--- config.mk ---
export PLATFORM = sky130hd
export DESIGN_NAME = avr_pmem_arbiter
export DESIGN_NICKNAME = d
export VERILOG_FILES = /design/src/rtl/avr_pmem_arbiter_pkg.sv /design/src/rtl/avr_pmem_lpm_buf.sv /design/src/rtl/avr_pmem_arbiter.sv
export SDC_FILE = /design/constraint.sdc
export NUM_CORES = 1
export LEC_CHECK = 0
export CORE_MARGIN = 3
export CORE_UTILIZATION = 25
export DETAILED_ROUTE_END_ITERATION = 12
export PLACE_DENSITY = 0.63
export SLEW_MARGIN = 20
export SYNTH_ARGS = -nofsm -noshare
export SYNTH_HDL_FRONTEND = slang
export SYNTH_SLANG_ARGS = --single-unit
--- constraint.sdc ---
create_clock -name i_clk -period 2.6 [get_ports i_clk]
set_input_delay 0.52 -clock i_clk [delete_from_list [all_inputs] [get_ports i_clk]]
set_output_delay 0.52 -clock i_clk [all_outputs]
set_load 0.02 [all_outputs]
--- src/rtl/avr_pmem_arbiter_pkg.sv ---
// rtl/avr_pmem_arbiter_pkg.sv - shared state encoding, default width and byte-select helper
package avr_pmem_arbiter_pkg;

   localparam int AW_DEFAULT = 15;

   typedef enum logic [2:0] {
      S_FETCH   = 3'd0,
      S_LPM     = 3'd1,
      S_LPM_RSP = 3'd2,
      S_DBG     = 3'd3,
      S_DBG_RSP = 3'd4
   } state_t;

   // Z[0] picks the high byte of the addressed program word
   function automatic logic [7:0] lpm_byte(input logic [15:0] word, input logic sel);
      return sel ? word[15:8] : word[7:0];
   endfunction

endpackage

--- src/rtl/avr_pmem_lpm_buf.sv ---
// rtl/avr_pmem_lpm_buf.sv - LPM request latch, byte select and returned-byte register
module avr_pmem_lpm_buf
   import avr_pmem_arbiter_pkg::*;
#(
   parameter int AW = AW_DEFAULT
) (
   input  logic          i_clk,
   input  logic          i_rst,
   input  logic          i_lpm_read,
   input  logic [AW:0]   i_lpm_addr,
   input  logic          i_issue,
   input  logic          i_capture,
   input  logic [15:0]   i_pmem_rdata,
   output logic          o_pend,
   output logic [AW-1:0] o_word_addr,
   output logic [7:0]    o_lpm_data
);

   logic        r_pend;
   logic [AW:0] r_addr;
   logic        r_byte_sel;
   logic [7:0]  r_data;

   always_ff @(posedge i_clk or negedge i_rst) begin
      if (!i_rst) begin
         r_pend     <= 1'b0;
         r_addr     <= '0;
         r_byte_sel <= 1'b0;
         r_data     <= 8'h00;
      end else begin
         // a fresh pulse always wins over the clear so no request is lost
         if (i_lpm_read) begin
            r_pend <= 1'b1;
            r_addr <= i_lpm_addr;
         end else if (i_issue) begin
            r_pend <= 1'b0;
         end
         if (i_issue) begin
            r_byte_sel <= r_addr[0];
         end
         if (i_capture) begin
            r_data <= lpm_byte(i_pmem_rdata, r_byte_sel);
         end
      end
   end

   assign o_pend      = r_pend;
   assign o_word_addr = r_addr[AW:1];
   assign o_lpm_data  = i_capture ? lpm_byte(i_pmem_rdata, r_byte_sel) : r_data;

endmodule

--- src/rtl/avr_pmem_arbiter.sv ---
// rtl/avr_pmem_arbiter.sv - shares the program-memory port between fetch, LPM and the loader
module avr_pmem_arbiter
   import avr_pmem_arbiter_pkg::*;
#(
   parameter int AW     = AW_DEFAULT,
   parameter bit DBG_EN = 1'b1
) (
   input  logic          i_clk,
   input  logic          i_rst,
   input  logic          i_fetch_req,
   input  logic [15:0]   i_fetch_addr,
   output logic          o_fetch_grant,
   output logic          o_fetch_valid,
   output logic [15:0]   o_fetch_data,
   input  logic          i_lpm_read,
   input  logic [15:0]   i_lpm_addr,
   output logic          o_lpm_valid,
   output logic [7:0]    o_lpm_data,
   input  logic          i_dbg_req,
   input  logic          i_dbg_we,
   input  logic [AW-1:0] i_dbg_addr,
   input  logic [15:0]   i_dbg_wdata,
   output logic          o_dbg_ack,
   output logic [15:0]   o_dbg_rdata,
   output logic [AW-1:0] o_pmem_addr,
   output logic          o_pmem_rd,
   output logic          o_pmem_wr,
   output logic [15:0]   o_pmem_wdata,
   input  logic [15:0]   i_pmem_rdata
);

   state_t        r_state;
   state_t        w_next;
   logic          r_fetch_valid;
   logic [15:0]   r_fetch_data;
   logic          r_dbg_we;
   logic [15:0]   r_dbg_rdata;

   logic          w_lpm_pend;
   logic          w_lpm_hit;
   logic          w_dbg_go;
   logic          w_grant;
   logic          w_rd;
   logic          w_wr;
   logic          w_issue;
   logic          w_capture;
   logic          w_dbg_rsp;
   logic [AW-1:0] w_addr;
   logic [AW-1:0] w_lpm_word;
   logic          w_unused;

   assign w_lpm_hit = w_lpm_pend | i_lpm_read;
   assign w_dbg_go  = i_dbg_req & DBG_EN;

   avr_pmem_lpm_buf #(.AW(AW)) u_lpm_buf (
      .i_clk        (i_clk),
      .i_rst        (i_rst),
      .i_lpm_read   (i_lpm_read),
      .i_lpm_addr   (i_lpm_addr[AW:0]),
      .i_issue      (w_issue),
      .i_capture    (w_capture),
      .i_pmem_rdata (i_pmem_rdata),
      .o_pend       (w_lpm_pend),
      .o_word_addr  (w_lpm_word),
      .o_lpm_data   (o_lpm_data)
   );

   always_ff @(posedge i_clk or negedge i_rst) begin
      if (!i_rst) begin
         r_state <= S_FETCH;
      end else begin
         r_state <= w_next;
      end
   end

   always_comb begin
      w_next    = r_state;
      w_addr    = i_fetch_addr[AW-1:0];
      w_grant   = 1'b0;
      w_rd      = 1'b0;
      w_wr      = 1'b0;
      w_issue   = 1'b0;
      w_capture = 1'b0;
      w_dbg_rsp = 1'b0;
      case (r_state)
         // the LPM response cycle leaves the port free, so it arbitrates like idle
         S_FETCH, S_LPM_RSP: begin
            w_capture = (r_state == S_LPM_RSP);
            if (w_lpm_hit) begin
               w_next = S_LPM;
            end else begin
               w_grant = i_fetch_req;
               w_rd    = i_fetch_req;
               w_next  = w_dbg_go ? S_DBG : S_FETCH;
            end
         end
         S_LPM: begin
            w_addr  = w_lpm_word;
            w_rd    = 1'b1;
            w_issue = 1'b1;
            w_next  = S_LPM_RSP;
         end
         S_DBG: begin
            w_addr = i_dbg_addr;
            w_rd   = ~i_dbg_we;
            w_wr   = i_dbg_we;
            w_next = S_DBG_RSP;
         end
         S_DBG_RSP: begin
            w_dbg_rsp = 1'b1;
            w_next    = S_FETCH;
         end
         default: begin
            w_next = S_FETCH;
         end
      endcase
   end

   always_ff @(posedge i_clk or negedge i_rst) begin
      if (!i_rst) begin
         r_fetch_valid <= 1'b0;
         r_fetch_data  <= 16'h0000;
         r_dbg_we      <= 1'b0;
         r_dbg_rdata   <= 16'h0000;
      end else begin
         r_fetch_valid <= w_grant;
         if (r_fetch_valid) begin
            r_fetch_data <= i_pmem_rdata;
         end
         if (r_state == S_DBG) begin
            r_dbg_we <= i_dbg_we;
         end
         if (w_dbg_rsp && !r_dbg_we) begin
            r_dbg_rdata <= i_pmem_rdata;
         end
      end
   end

   // the port stays quiet while reset is held even though the state decodes as idle
   assign o_fetch_grant = w_grant & i_rst;
   assign o_pmem_rd     = w_rd & i_rst;
   assign o_pmem_wr     = w_wr & i_rst;
   assign o_pmem_addr   = w_addr;
   assign o_pmem_wdata  = i_dbg_wdata;

   assign o_fetch_valid = r_fetch_valid;
   assign o_fetch_data  = r_fetch_valid ? i_pmem_rdata : r_fetch_data;
   assign o_lpm_valid   = w_capture;
   assign o_dbg_ack     = w_dbg_rsp & DBG_EN;
   assign o_dbg_rdata   = (w_dbg_rsp && !r_dbg_we) ? i_pmem_rdata : r_dbg_rdata;

   assign w_unused = ^{i_fetch_addr, i_lpm_addr};

endmodule

==> summary.md, run 1 <==
| Metric | Value |
|---|---|
| RSZ-0062 raised after global routing | `false` |
| Leak | `between 2 and 2.5 nW` |
| Drt via density | `between 4 and 5` |
| Non-filler instance count after layout | `502` |
| Critical-path maximum fanout | `16` |
| Final net count | `442` |
| Largest family of logic cells by synthesized area | `multiplexers` |
| Slew Viols, Final | `0` |
| Pwr Density | `1149 mW/mm2` |
| Clock skew | `0.005416 ns` |
| Crit path DAT | `1.98 ns` |
| Worst Tran Pin Value | `0.6258 ns` |
| Min Tclk post-route | `2.504 ns` |
| Die height | `114.6 um` |
| Synthesized area per cell | `12.54 um2` |
| Period utilization | `between 90% and 100%` |
| Max Cap Viol | `0` |
| Crit. End Element | `primary output` |
| Post-synthesis adder-cell area fraction | `0%` |
| Status | `completed` |
| Synthesized Nets | `320` |
| Detailed placement HPWL | `5.839 mm` |
| Post-Synthesis Cells | `between 200 and 250` |
| Post-synthesis register bit count | `63` |
| Vias in the first global route | `around 2400` |
| Die width | `114.6 um` |
| Area leader, netlist | `dfrtp_1` |
| CTS hold repair buffers | `0` |
| Worst vdd ir | `0.5109 mV` |
| Crit Reg-Reg Startpoint | `r_state[1]` |
| HP Class | `in2async` |
| Placed Area | `approximately 0.0043 mm2` |
| Critical path type | `reg2out` |
| Antenna diodes | `0` |
| Die ar. | `0.01313 mm2` |
| Netlist cell types | `23` |
| Initial core utilization | `25.71%` |
| Clock tree buffer depth | `2` |
| Synth Area in Compound Gates | `4.924%` |
| Worst-case reg-to-reg path depth | `4` |
| WL/cell | `15.54 um` |
| Final hold violation count | `0` |
| Syn-to-layout area delta | `55.18%` |
| CTS clock-pin slew for the worst setup and hold paths | `0.05 ns` |
| Mux contribution to synthesized area | `27.80%` |
| Mapped Area | `0.002948 mm2` |
| Placed cells | `488` |
| Worst Path Required | `2.08 ns` |
| Critical Path Start Type | `register` |
| Final setup violation count | `0` |
| Layout cell share with drive strength beyond 1 | `roughly 22%` |
| Worst slew margin | `58.28%` |
| Worst r2r dst | `r_dbg_rdata[3]` |
| Post-synthesis sequential area ratio | `53.48%` |
| Largest net degree at the start of global routing | `44` |
| DRT Wirelength | `7.801 mm` |
| Maximum clock frequency | `around 400 MHz` |
| Post-Synth Simple-Gate Area | `6.452%` |
| Num CTS Buffers | `9` |
| Total track usage | `12.32%` |
| CTS Root Cell | `clkbuf_16` |
| Vias | `2214` |
| Reg2Reg Setup Slack | `1.13 ns` |
| Initial DRC Count | `between 40 and 50` |
| TritonCTS clock tree | `built` |
| Final instance area | `0.004574 mm2` |
| Number of iterations in the first detailed-routing pass | `4` |
| Initial antenna violation count | `0` |
| Routed Antenna Nets | `0` |
| GP Congestion | `0.7650` |
| Final Power | `5.256 mW` |
| IO buf count | `128` |
| Total global routing overflow | `0` |
| DRC viols | `0` |
| I/O pins | `162` |
| Dominant cells by area after synthesis | `dfrtp_1, mux2_2, mux2i_1` |
| Xor and xnor area share after synthesis | `0%` |
| YS warnings | `0` |
| Post-synth top area share | `53.48%` |
| Clk sinks | `between 60 and 70` |
| Worst-skew pair later-pin latency | `about 0.32 ns` |
| # rows | `39` |
| H-tree Lvls | `3` |
| Area of the core | `0.01147 mm2` |
| First-pass GRT wire length | `12.25 mm` |
| Minimum hold slack | `approximately 0.043 ns` |
[where the power goes]
part / internal (mW) / switching (mW) / total (mW)
Combinational: 1.30 / 1.42 / 2.73
Clock: 0.650 / 0.386 / 1.04
Sequential: 1.34 / 0.150 / 1.49
[cells in the mapped netlist]
| cell | n |
|---|---|
| clkbuf_1 | 6 |
| nand2b_1 | 2 |
| inv_1 | 2 |
| nor3_1 | 2 |
| and2_1 | 1 |
| buf_6 | 1 |
| a21oi_1 | 9 |
| nor4_1 | 1 |
| mux2_2 | 39 |
| mux2i_1 | 23 |
| nor3b_2 | 2 |
| and2b_1 | 1 |
| dfrtp_1 | 63 |
| mux2_4 | 10 |
| buf_12 | 1 |
| buf_2 | 7 |
| o21ai_0 | 18 |
| and3_1 | 2 |
| buf_4 | 16 |
| nor2_1 | 11 |
| a41o_1 | 1 |
| nand2_1 | 16 |
| nor4b_1 | 1 |
[placed cells by master, fill, tap and decap left out, types with 9 or more instances in the layout]
cell type	instances
mux2_2	39
dfrtp_1	63
o21ai_0	18
mux2i_1	23
a21oi_1	9
clkbuf_16	9
dlymetal6s2s_1	13
mux2_4	10
nor2_1	11
dlygate4sd2_1	28
buf_4	12
clkdlybuf4s50_1	85
nand2_1	16
[worst max-delay path, cell delays in order, from the launching register on]
cell and delay, ns:
dfrtp_1 0.40, nor3b_2 0.20, and2b_1 0.19, buf_12 0.18
mux2_2 0.37, dlygate4sd2_1 0.32
[layer usage]
metal / GRT usage, % / up-vias / wire length, um
met5: 0 / - / 0
met4: 4.671 / 0 / 78
met3: 4.915 / 6 / 848
met2: 20.33 / 111 / 3591
met1: 14.34 / 1060 / 3282
li1: - / 1037 / -
[what timing repair did]
action                                  in CTS  in global routing
resized for setup                           29                 14
buffers inserted                             0                  1
endpoints found under the setup margin      29                 19
[logic make-up after synthesis]
logic type             count (synthesis)
AO/OA/AOI/OAI                         28
buffers and inverters                 33
flip-flops                            63
multiplexers                          72
AND/OR/NAND/NOR                       39
[sequential cells by signal, summed over array words and instances, names as in the netlist]
| signal | flops |
|---|---|
| u_lpm_buf.r_byte_sel | 1 |
| r_fetch_data | 16 |
| r_dbg_rdata | 16 |
| u_lpm_buf.o_pend | 1 |
| r_dbg_we | 1 |
| u_lpm_buf.r_data | 8 |
| u_lpm_buf.r_addr | 16 |
| o_fetch_valid | 1 |
| r_state | 3 |
[layout make-up]
cell class	instances	area, um2
Clock buffer	11	242.7
Clock inverter	2	10.01
Fill cell	1128	6893
Inverter	2	7.507
Multi-Input combinational cell	139	1155
Sequential cell	63	1577
Tap cell	143	178.9
Timing Repair Buffer	142	1404
[worst max path at each step]
stage | cells after the start | startpoint | slack, ns | endpoint
6_report | 5 | r_state[1] | 0.1 | o_dbg_rdata[0]
5_1_grt | 5 | r_state[1] | 0.007 | o_dbg_rdata[0]
4_1_cts | 4 | i_lpm_read | 0.001 | o_fetch_grant
3_5_place_dp | 5 | i_lpm_read | -0.09 | o_pmem_rd
3_3_place_gp | 5 | i_lpm_read | -0.08 | o_pmem_rd
2_1_floorplan | 6 | r_state[0] | 0.42 | o_dbg_rdata[10]
[stage by stage]
step	utilization, %	TNS [ns]	setup WS [ns]
after floorplan	-	0	0.4226
after global routing	39.89	0	0.006932
after detailed placement	37.64	-0.08628	-0.08628
after CTS	39.53	0	0.001221
after global placement	37.64	-0.07813	-0.07661
final	39.89	0	0.09596
Note: power is estimated with default switching activity, not from simulation.
==> inputs of run 2 (changes only) <==
--- a/config.mk
+++ b/config.mk
@@ -6,10 +6,12 @@
 export NUM_CORES = 1
 export LEC_CHECK = 0
 export CORE_MARGIN = 3
-export CORE_UTILIZATION = 25
+export CORE_UTILIZATION = 32
 export DETAILED_ROUTE_END_ITERATION = 12
-export PLACE_DENSITY = 0.63
+export PLACE_DENSITY = 0.75
+export SETUP_SLACK_MARGIN = 0.15
 export SLEW_MARGIN = 20
 export SYNTH_ARGS = -nofsm -noshare
 export SYNTH_HDL_FRONTEND = slang
 export SYNTH_SLANG_ARGS = --single-unit
+export TNS_END_PERCENT = 10
==> summary.md, run 2 (synthesis gave the netlist of run 1 again) <==
| Metric | Value |
|---|---|
| Status | `completed` |
| Critical Path Start Type | `input port` |
| Final Power | `5.002 mW (-4.8%)` |
| Syn-to-layout area delta | `49.96%` |
| Detailed placement HPWL | `5.587 mm (-4.3%)` |
| Initial DRC Count | `22 (-52%)` |
| Commonest non-fill, non-tap cell in the layout | `clkdlybuf4s50_1` |
| TritonCTS clock tree | `built` |
| Clock skew | `0.008868 ns (+0.003452 ns)` |
| First-pass GRT wire length | `11.67 mm (-4.8%)` |
| I/O pins | `162 (unchanged)` |
| Largest net degree at the start of global routing | `36 (-18%)` |
| Die height | `102.0 um (-11%)` |
| Final net count | `442 (unchanged)` |
| Crit Reg-Reg Startpoint | `r_state[1]` |
| Maximum clock frequency | `413.4 MHz (+3.5%)` |
| Area of the core | `0.008848 mm2 (-23%)` |
| Initial antenna violation count | `0 (unchanged)` |
| H-tree Lvls | `3 (unchanged)` |
| Critical-path maximum fanout | `2 (-14)` |
| Reg2Reg Setup Slack | `1.09 ns (-0.04 ns)` |
| GP Congestion | `0.7679 (+0.38%)` |
| HP Class | `in2async` |
| Routed Antenna Nets | `0 (unchanged)` |
| DRC viols | `0 (unchanged)` |
| Num CTS Buffers | `9 (unchanged)` |
| Vias in the first global route | `2365 (-0.30%)` |
| Vias | `2181 (-1.5%)` |
| Min Tclk post-route | `2.419 ns (-0.08490 ns)` |
| Part of the power in registers | `29.9% (+1.5 points)` |
| Commonest cells after routing, fill and taps aside | `clkdlybuf4s50_1, dfrtp_1, mux2_2, mux2i_1, dlygate4sd2_1` |
| Pwr Density | `1131 mW/mm2 (-1.5%)` |
| Number of iterations in the first detailed-routing pass | `4 (unchanged)` |
| Clock tree buffer depth | `2 (unchanged)` |
| Worst-case reg-to-reg path depth | `5 (+1)` |
| WL met2 | `3.273 mm (-8.9%)` |
| DR top layer | `met4` |
| Switching pwr | `1.930 mW (-1.5%)` |
| Worst Tran Pin Value | `0.5968 ns (-0.02897 ns)` |
| IO buf count | `128 (unchanged)` |
| Cell internal pwr | `3.072 mW (-6.8%)` |
| Clk sinks | `63 (unchanged)` |
| Worst-skew pair later-pin latency | `0.33 ns (about the same)` |
| Non-filler instance count after layout | `470 (-6.4%)` |
| CTS clock-pin slew for the worst setup and hold paths | `0.07 ns (+0.02 ns)` |
| Worst vdd ir | `0.4372 mV (-14%)` |
| Worst r2r dst | `r_dbg_rdata[15]` |
| RSZ-0062 raised after global routing | `true` |
| Crit. End Element | `primary output` |
| Metal1 wirelength | `3.101 mm (-5.5%)` |
| Final setup violation count | `0 (unchanged)` |
| Clock network fraction of design power | `16.3% (-3.4 points)` |
| Largest regs | `r_dbg_rdata x16, r_fetch_data x16, u_lpm_buf.r_addr x16` |
| Total track usage | `14.63% (+2.3 points)` |
| Worst slew margin | `60.21% (+1.9 points)` |
| Fillers | `801 (-29%)` |
| Die width | `102.0 um (-11%)` |
| # rows | `34 (-13%)` |
| CTS hold repair buffers | `0 (unchanged)` |
| Critical path type | `in2out` |
| DRT Wirelength | `7.256 mm (-7.0%)` |
| Antenna diodes | `0 (unchanged)` |
| Slew Viols, Final | `0 (unchanged)` |
| Switching Fraction | `38.58% (+1.3 points)` |
| Final hold violation count | `0 (unchanged)` |
| Leak | `1.965 nW (-7.5%)` |
| Layout cell share with drive strength beyond 1 | `25.69% (+4.0 points)` |
| Total global routing overflow | `0 (unchanged)` |
| Drt via density | `4.640 (+5.2%)` |
| Crit path DAT | `1.90 ns (-0.08 ns)` |
| Routed wl met3 | `798 um (-5.9%)` |
| Placed cells | `452 (-7.4%)` |
| Period utilization | `93.04% (-3.3 points)` |
| WL/cell | `15.44 um (-0.65%)` |
| Power share of the combinational group | `53.8% (+1.9 points)` |
| CTS Root Cell | `clkbuf_8` |
| Max Cap Viol | `0 (unchanged)` |
| Die ar. | `0.01040 mm2 (-21%)` |
| Worst Path Required | `2.08 ns (about the same)` |
| Initial core utilization | `33.31% (+7.6 points)` |
-- run 2: cell types whose count changed in the layout (fill, tap and decap cells not counted), sizes merged --
cell,delta
dlymetal6s2s,-13
clkdlybuf4s15,+10
buf,+8
dlygate4sd2,-5
clkbuf,+2
bufinv,+1
clkdlybuf4s50,-1
clkinv,+1
-- run 2: cell type report --
| class | count | area (um2) | area share (%) |
|---|---|---|---|
| sequential | 63 | 1577 | 35.66 |
| timing repair buffer | 142 | 1355 | 30.65 |
| multi-input combinational | 139 | 1156 | 26.15 |
| clock buffer | 12 | 145.1 | 3.283 |
| tap | 108 | 135.1 | 3.057 |
| clock inverter | 4 | 45.04 | 1.019 |
| inverter | 2 | 7.507 | 0.1698 |
-- run 2: critical path, stage by stage --
cell	delay, ns
clkdlybuf4s50_1	0.42
nor4_1	0.31
and3_1	0.24
a41o_1	0.11
clkdlybuf4s15_1	0.30
-- run 2: worst max-delay path by stage --
stage / from / endpoint / slack (ns) / cells past startpoint
after detailed placement: i_lpm_read / o_pmem_rd / -0.11 / 5
after global placement: i_lpm_read / o_pmem_rd / -0.04 / 5
after global routing: r_state[1] / o_dbg_rdata[15] / 0.04 / 6
final: i_lpm_read / o_pmem_rd / 0.18 / 5
after floorplan: r_state[0] / o_dbg_rdata[10] / 0.42 / 6
after CTS: r_state[0] / o_dbg_rdata[14] / 0.15 / 5
-- run 2: metal layers --
layer	vias up	track usage [%]
met4	0	4.844
met3	11	7.031
li1	1042	-
met5	-	0
met1	1013	18.24
met2	115	22.39
-- run 2: per-stage QoR --
step	hold slack [ns]	cell area, um2	utilization (%)	setup WS [ns]	setup TNS [ns]
after floorplan	0.2244	2948	-	0.4226	0
after global placement	0.4759	4278	48.35	-0.03526	-0.03526
after detailed placement	0.4796	4278	48.35	-0.1128	-0.1415
after CTS	0.2426	4415	49.90	0.1514	0
after global routing	0.2536	4420	49.96	0.03858	0
final	0.2436	4420	49.96	0.1809	0
-- run 2: repair_timing --
action,CTS,global route
resized for setup,84,3
buffers inserted,1,1
gates cloned,0,0
pin swaps,0,1
setup endpoints to repair,43,28
-- run 2: power groups by stage --
stage / Clock (mW) / Sequential, mW / Combinational (mW)
floorplan: 0 / 1.44 / 1.69
global placement: 0 / 1.50 / 2.94
detailed placement: 0 / 1.52 / 2.98
CTS: 0.848 / 1.50 / 2.74
global route: 0.893 / 1.53 / 2.92
finish: 0.814 / 1.50 / 2.69
==> inputs of run 3 (changes only) <==
--- a/config.mk
+++ b/config.mk
@@ -5,12 +5,12 @@
 export SDC_FILE = /design/constraint.sdc
 export NUM_CORES = 1
 export LEC_CHECK = 0
+export ABC_AREA = 1
 export CORE_MARGIN = 3
 export CORE_UTILIZATION = 32
 export DETAILED_ROUTE_END_ITERATION = 12
-export PLACE_DENSITY = 0.75
+export PLACE_DENSITY = 0.76
 export SETUP_SLACK_MARGIN = 0.15
-export SLEW_MARGIN = 20
 export SYNTH_ARGS = -nofsm -noshare
 export SYNTH_HDL_FRONTEND = slang
 export SYNTH_SLANG_ARGS = --single-unit
==> summary.md, run 3 <==
| Metric | Value |
|---|---|
| Largest regs | `r_dbg_rdata x16, r_fetch_data x16, u_lpm_buf.r_addr x16` |
| Final worst setup slack | `0.1823 ns (+0.001439 ns)` |
| Synthesized Nets | `441 (+38%)` |
| Dominant cells by area after synthesis | `dfrtp_1, nand2_1, o21ai_0` |
| Placed Area | `0.004169 mm2 (-2.5%)` |
| CP Buf/Inv Count | `3 (+1)` |
| Critical Path Start Type | `input port` |
| YS warnings | `0 (unchanged)` |
| Num CTS Buffers | `9 (unchanged)` |
| Worst-skew pair later-pin latency | `0.34 ns (about the same)` |
| Die width | `101.0 um (-0.95%)` |
| Final hold violation count | `0 (unchanged)` |
| Number of iterations in the first detailed-routing pass | `5 (+1)` |
| CP top delay family | `buffers and inverters` |
| H-tree Lvls | `3 (unchanged)` |
| Clock tree buffer depth | `2 (unchanged)` |
| Max Cap Viol | `0 (unchanged)` |
| Commonest non-fill, non-tap cell in the layout | `nand2_1` |
| Commonest cells after routing, fill and taps aside | `nand2_1, clkdlybuf4s50_1, dfrtp_1, dlygate4sd2_1, o21ai_0` |
| Crit. End Element | `primary output` |
| Detailed placement HPWL | `6.093 mm (+9.1%)` |
| Setup WS pre-CTS | `0.001156 ns (+0.1139 ns)` |
| CTS hold repair buffers | `0 (unchanged)` |
| Ys flop type | `dfrtp_1` |
| RSZ-0062 raised after global routing | `true` |
| CTS clock-pin slew for the worst setup and hold paths | `0.07 ns (about the same)` |
| Fillers | `848 (+5.9%)` |
| Drt via density | `4.610 (-0.65%)` |
| Post-synthesis sequential area ratio | `54.57% (+1.1 points)` |
| Worst vdd ir | `0.5019 mV (+15%)` |
| Clk sinks | `63 (unchanged)` |
| Area of the core | `0.008763 mm2 (-0.96%)` |
| Worst slew margin | `46.97% (-13 points)` |
| Post-synth ARST share | `100.0% (unchanged)` |
| Worst Path Required | `2.08 ns (about the same)` |
| Leak | `2.169 nW (+10%)` |
| Syn-to-layout area delta | `51.19%` |
| Largest net degree at the start of global routing | `64 (+78%)` |
| Post-synth top area share | `54.57% (+1.1 points)` |
| DRT Wirelength | `7.995 mm (+10%)` |
| Area of the multi-input gates | `0.001015 mm2 (-12%)` |
| Total track usage | `16.20% (+1.6 points)` |
| Vias | `2720 (+25%)` |
| Synthesized area per cell | `8.115 um2 (-35%)` |
| Post-layout util | `49.84% (-0.11 points)` |
| # rows | `34 (unchanged)` |
| First-pass GRT wire length | `12.89 mm (+10%)` |
| GP Congestion | `0.8080 (+5.2%)` |
| Final Power | `5.029 mW (+0.54%)` |
| HP Class | `in2async` |
| Routed Antenna Nets | `0 (unchanged)` |
| WL/cell | `13.55 um (-12%)` |
| Commonest cells in the netlist | `nand2_1, dfrtp_1, o21ai_0` |
| Non-filler instance count after layout | `590 (+26%)` |
| EDFF count, synth | `0 (unchanged)` |
| Initial antenna violation count | `0 (unchanged)` |
| Maximum clock frequency | `413.6 MHz (about the same)` |
| Clock skew | `0.009330 ns (+0.0004622 ns)` |
| Initial core utilization | `32.97% (-0.35 points)` |
| IO buf count | `128 (unchanged)` |
| Worst Tran Pin Value | `0.7955 ns (+0.1987 ns)` |
| TritonCTS clock tree | `built` |
| FF/Latch Area | `0.001579 mm2 (+0.16%)` |
| Layout cell share with drive strength beyond 1 | `7.676% (-18 points)` |
| I/O pins | `162 (unchanged)` |
| Final net count | `562 (+27%)` |
| CP max-delay cell | `clkdlybuf4s50_1` |
| Pwr Density | `1151 mW/mm2 (+1.7%)` |
| Slew Viols, Final | `0 (unchanged)` |
| Area leader, netlist | `dfrtp_1` |
| Post-synthesis register bit count | `63 (unchanged)` |
| Status | `completed` |
| Setup total negative slack | `0 ns (unchanged)` |
| Post-Synthesis Cells | `356 (+51%)` |
| Critical-path maximum fanout | `2 (unchanged)` |
| Min Tclk post-route | `2.418 ns (-0.001439 ns)` |
| Minimum hold slack | `0.3611 ns (+0.1175 ns)` |
| Mapped Area | `0.002889 mm2 (-2.0%)` |
| Placed cells | `569 (+26%)` |
| Die ar. | `0.01020 mm2 (-1.9%)` |
| Largest incremental delay on the critical path | `0.65 ns (+0.23 ns)` |
| Crit path DAT | `1.90 ns (about the same)` |
| CTS Root Cell | `clkbuf_8` |
| Total global routing overflow | `0 (unchanged)` |
| Antenna diodes | `0 (unchanged)` |
| Critical Path, Cell by Cell | `clkdlybuf4s50_1 -> inv_1 -> a21oi_1 -> clkdlybuf4s50_1` |
| Initial DRC Count | `49 (+120%)` |
| Critical path type | `in2out` |
| Critical path's most frequent cell | `clkdlybuf4s50_1` |
| Count leader, synth | `nand2_1` |
| Netlist cell types | `18 (-22%)` |
| Vias in the first global route | `2824 (+19%)` |
| Final instance area | `0.004368 mm2 (-1.2%)` |
| Die height | `101.0 um (-0.95%)` |
| DRC viols | `0 (unchanged)` |
| Final setup violation count | `0 (unchanged)` |
| Period utilization | `92.99% (about the same)` |
run 3: cells by family after synthesis:
logic type | synth area share, %
flip-flops | 54.57
AO/OA/AOI/OAI | 9.181
AND/OR/NAND/NOR | 25.94
buffers and inverters | 10.31
run 3: final timing paths:
check | slack [ns] | endpoint | from | cells past startpoint
setup / recovery | 0.18 | o_fetch_data[8] | i_pmem_rdata[8] | 4
hold / removal | 0.36 | r_dbg_rdata[13] | i_rst | 2
setup reg to reg | 1.33 | r_dbg_rdata[15] | r_state[1] | 4
hold reg to reg | 0.47 | u_lpm_buf.r_addr[14] | u_lpm_buf.r_addr[14] | 2
max in group asynchronous | 1.65 | u_lpm_buf.r_byte_sel | i_rst | 2
min in group i_clk | 0.47 | u_lpm_buf.r_addr[14] | u_lpm_buf.r_addr[14] | 2
run 3: report_power, final:
group | internal [mW] | switching (mW) | leakage [nW]
combinational | 1.06 | 1.63 | 1.34
sequential | 1.35 | 0.163 | 0.738
clock | 0.439 | 0.375 | 0.0960
run 3: cell type report:
cell class	count	area share (%)
clock buffers	10	2.922
clock inverters	6	1.404
inverters	25	2.234
multi-input cells	237	23.23
flip-flops and latches	63	36.15
well taps	108	3.094
repair buffers	141	30.97
run 3: what timing repair did:
item                                    CTS  global route
endpoints found under the setup margin   46            34
pin swaps                                 1             0
buffers inserted                          5             0
gates resized for setup                  48             3
run 3: metal layers:
metal / track usage (%) / routed length, um / part of all wire, %
met5: 0 / 0 / 0
met2: 26.33 / 3554 / 44
met4: 5.930 / 131 / 1.6
met1: 19.57 / 3352 / 42
met3: 6.159 / 956 / 12
==> variant: new RTL, config.mk and constraints of run 3 <==
The 5 states of `state_t` get a one-hot encoding in 5 bits.
--- a/src/rtl/avr_pmem_arbiter_pkg.sv
+++ b/src/rtl/avr_pmem_arbiter_pkg.sv
@@ -3,12 +3,12 @@
 
    localparam int AW_DEFAULT = 15;
 
-   typedef enum logic [2:0] {
-      S_FETCH   = 3'd0,
-      S_LPM     = 3'd1,
-      S_LPM_RSP = 3'd2,
-      S_DBG     = 3'd3,
-      S_DBG_RSP = 3'd4
+   typedef enum logic [4:0] {
+      S_FETCH   = 5'b00001,
+      S_LPM     = 5'b00010,
+      S_LPM_RSP = 5'b00100,
+      S_DBG     = 5'b01000,
+      S_DBG_RSP = 5'b10000
    } state_t;
 
    // Z[0] picks the high byte of the addressed program word
Check against the original RTL: no difference found for any inputs over 10 cycles, from zero or initial values and one cycle with i_rst low; not proved beyond that.
==> variant against run 3 <==
Sequential cell count grew 2; hold slack improved by 37 ps; wire length is 9.8% higher; combinational power down 35%; largest power group unchanged; power down 19%; design area is 7.4% higher; cell count increased by 9.3%; critical endpoint is now o_fetch_data[12]; worst setup slack lost 31 ps; area after synthesis up 9.7%; clock skew grew 0.85 ps; via count up 6.0%; synthesized cell count grew 7.0%.
==> variant: results (changes against run 3) <==
Global routing
  • Routing usage on met1: 19.3% (-0.26 points)
  • Total track usage: 16.1% (-0.060 points)
  • Pin count of the biggest net entering global routing: 66 (+3.1%)
  • Met2 usage: 27.1% (+0.81 points)

Finish
  • Final #Nets: 596 (+6.0%)
  • Buffer share of cell area: 28.5% (-2.4 points)
  • FF+latch count: 65 (+3.2%)
  • Multi-In Gates: 229 (-3.4%)
  • Nonclk buf count: 149 (+5.7%)
  • Multi-input logic portion of the cell area: 24.0% (+0.75 points)
  • Number of fillers in the final layout: 885 (+4.4%)
  • Inverter count: 57 (+130%)
  • Fraction of area in clock buffers and inverters: 4.67% (+0.34 points)
  • Footprint of the multi-input gates: 1120 µm² (+11%)

Power and ir drop
  • Worst IR drop on VDD: 407 µV (-19%)
  • Leakage: 2.27 nW (+4.7%)
  • Reg power frac: 33.8% (+3.6 points)
  • Sequential power: 0.00137 W (-9.9%)

Setup path
  • Worst r2r src: r_state[0]
  • Max stage delay on crit path: 550 ps (-100 ps)
  • Reg2Reg Setup Slack: 1210 ps (-120 ps)
  • CP arrival: 1930 ps (+30 ps)

Route
  • Drt first pass iters: 4 (-1)
  • Met3 WL: 691 µm (-28%)
  • DR iter-0 viols: 75 (+53%)
  • Avg WL per Cell: 13.6 µm (+0.47%)
  • M1 wire length: 3680 µm (+9.8%)
  • WL final: 8780 µm (+9.8%)

Yosys
  • Synth unique cells: 29 (+11)
  • Post-synth top cells: 115 x nand2_1, 64 x dfrtp_1, 53 x inv_1
  • Syn_area_per_cell: 8.32 µm² (+2.5%)
  • Sequential cell area fraction in the yosys report: 51.4% (-3.2 points)

Timing
  • Hold Worst Slack: 399 ps (+37.4 ps)
  • Slew Limit Headroom: 44.8% (-2.2 points)
  • Fin Clk Skew: 10.2 ps (+0.851 ps)

Floorplanning
  • Cell Rows: 35 (+2.9%)

Place
  • Setup WS pre-CTS: -92.7 ps (-93.8 ps)
  • Cell count after placement: 622 (+9.3%)
  • DP Wirelength: 6560 µm (+7.7%)

Outcome
  • Status: completed
-- variant: cell types whose count changed in the layout (fill, tap and decap cells not counted), sizes merged, moves of 5 or more --
cell                run 3  this run
nand3                  18        10
a21oi                  18        10
o21ai                  35        50
nor2                   26        21
buf                    14        36
inv                    24        55
dlygate4sd2            42        24
nand2                 138       126
mux2                    0         7
-- variant: worst max-delay path by stage --
stage / slack [ps] / depth (start not counted) / start / to
global placement: -150 / 6 / i_lpm_read / o_pmem_rd
global route: 50 / 10 / r_state[3] / o_pmem_addr[4]
floorplan: 670 / 6 / r_state[2] / o_dbg_rdata[0]
finish: 150 / 4 / i_pmem_rdata[12] / o_fetch_data[12]
detailed placement: -90 / 6 / i_lpm_read / o_pmem_rd
CTS: 120 / 9 / r_state[0] / o_pmem_addr[1]
-- variant: cells by family after synthesis --
family                 Yosys count  share of synthesized area, %
AND/OR/NAND/NOR                161                          22.5
multiplexers                     7                          2.49
flip-flops                      65                          51.4
AO/OA/AOI/OAI                   61                          10.1
buffers and inverters           87                          13.6
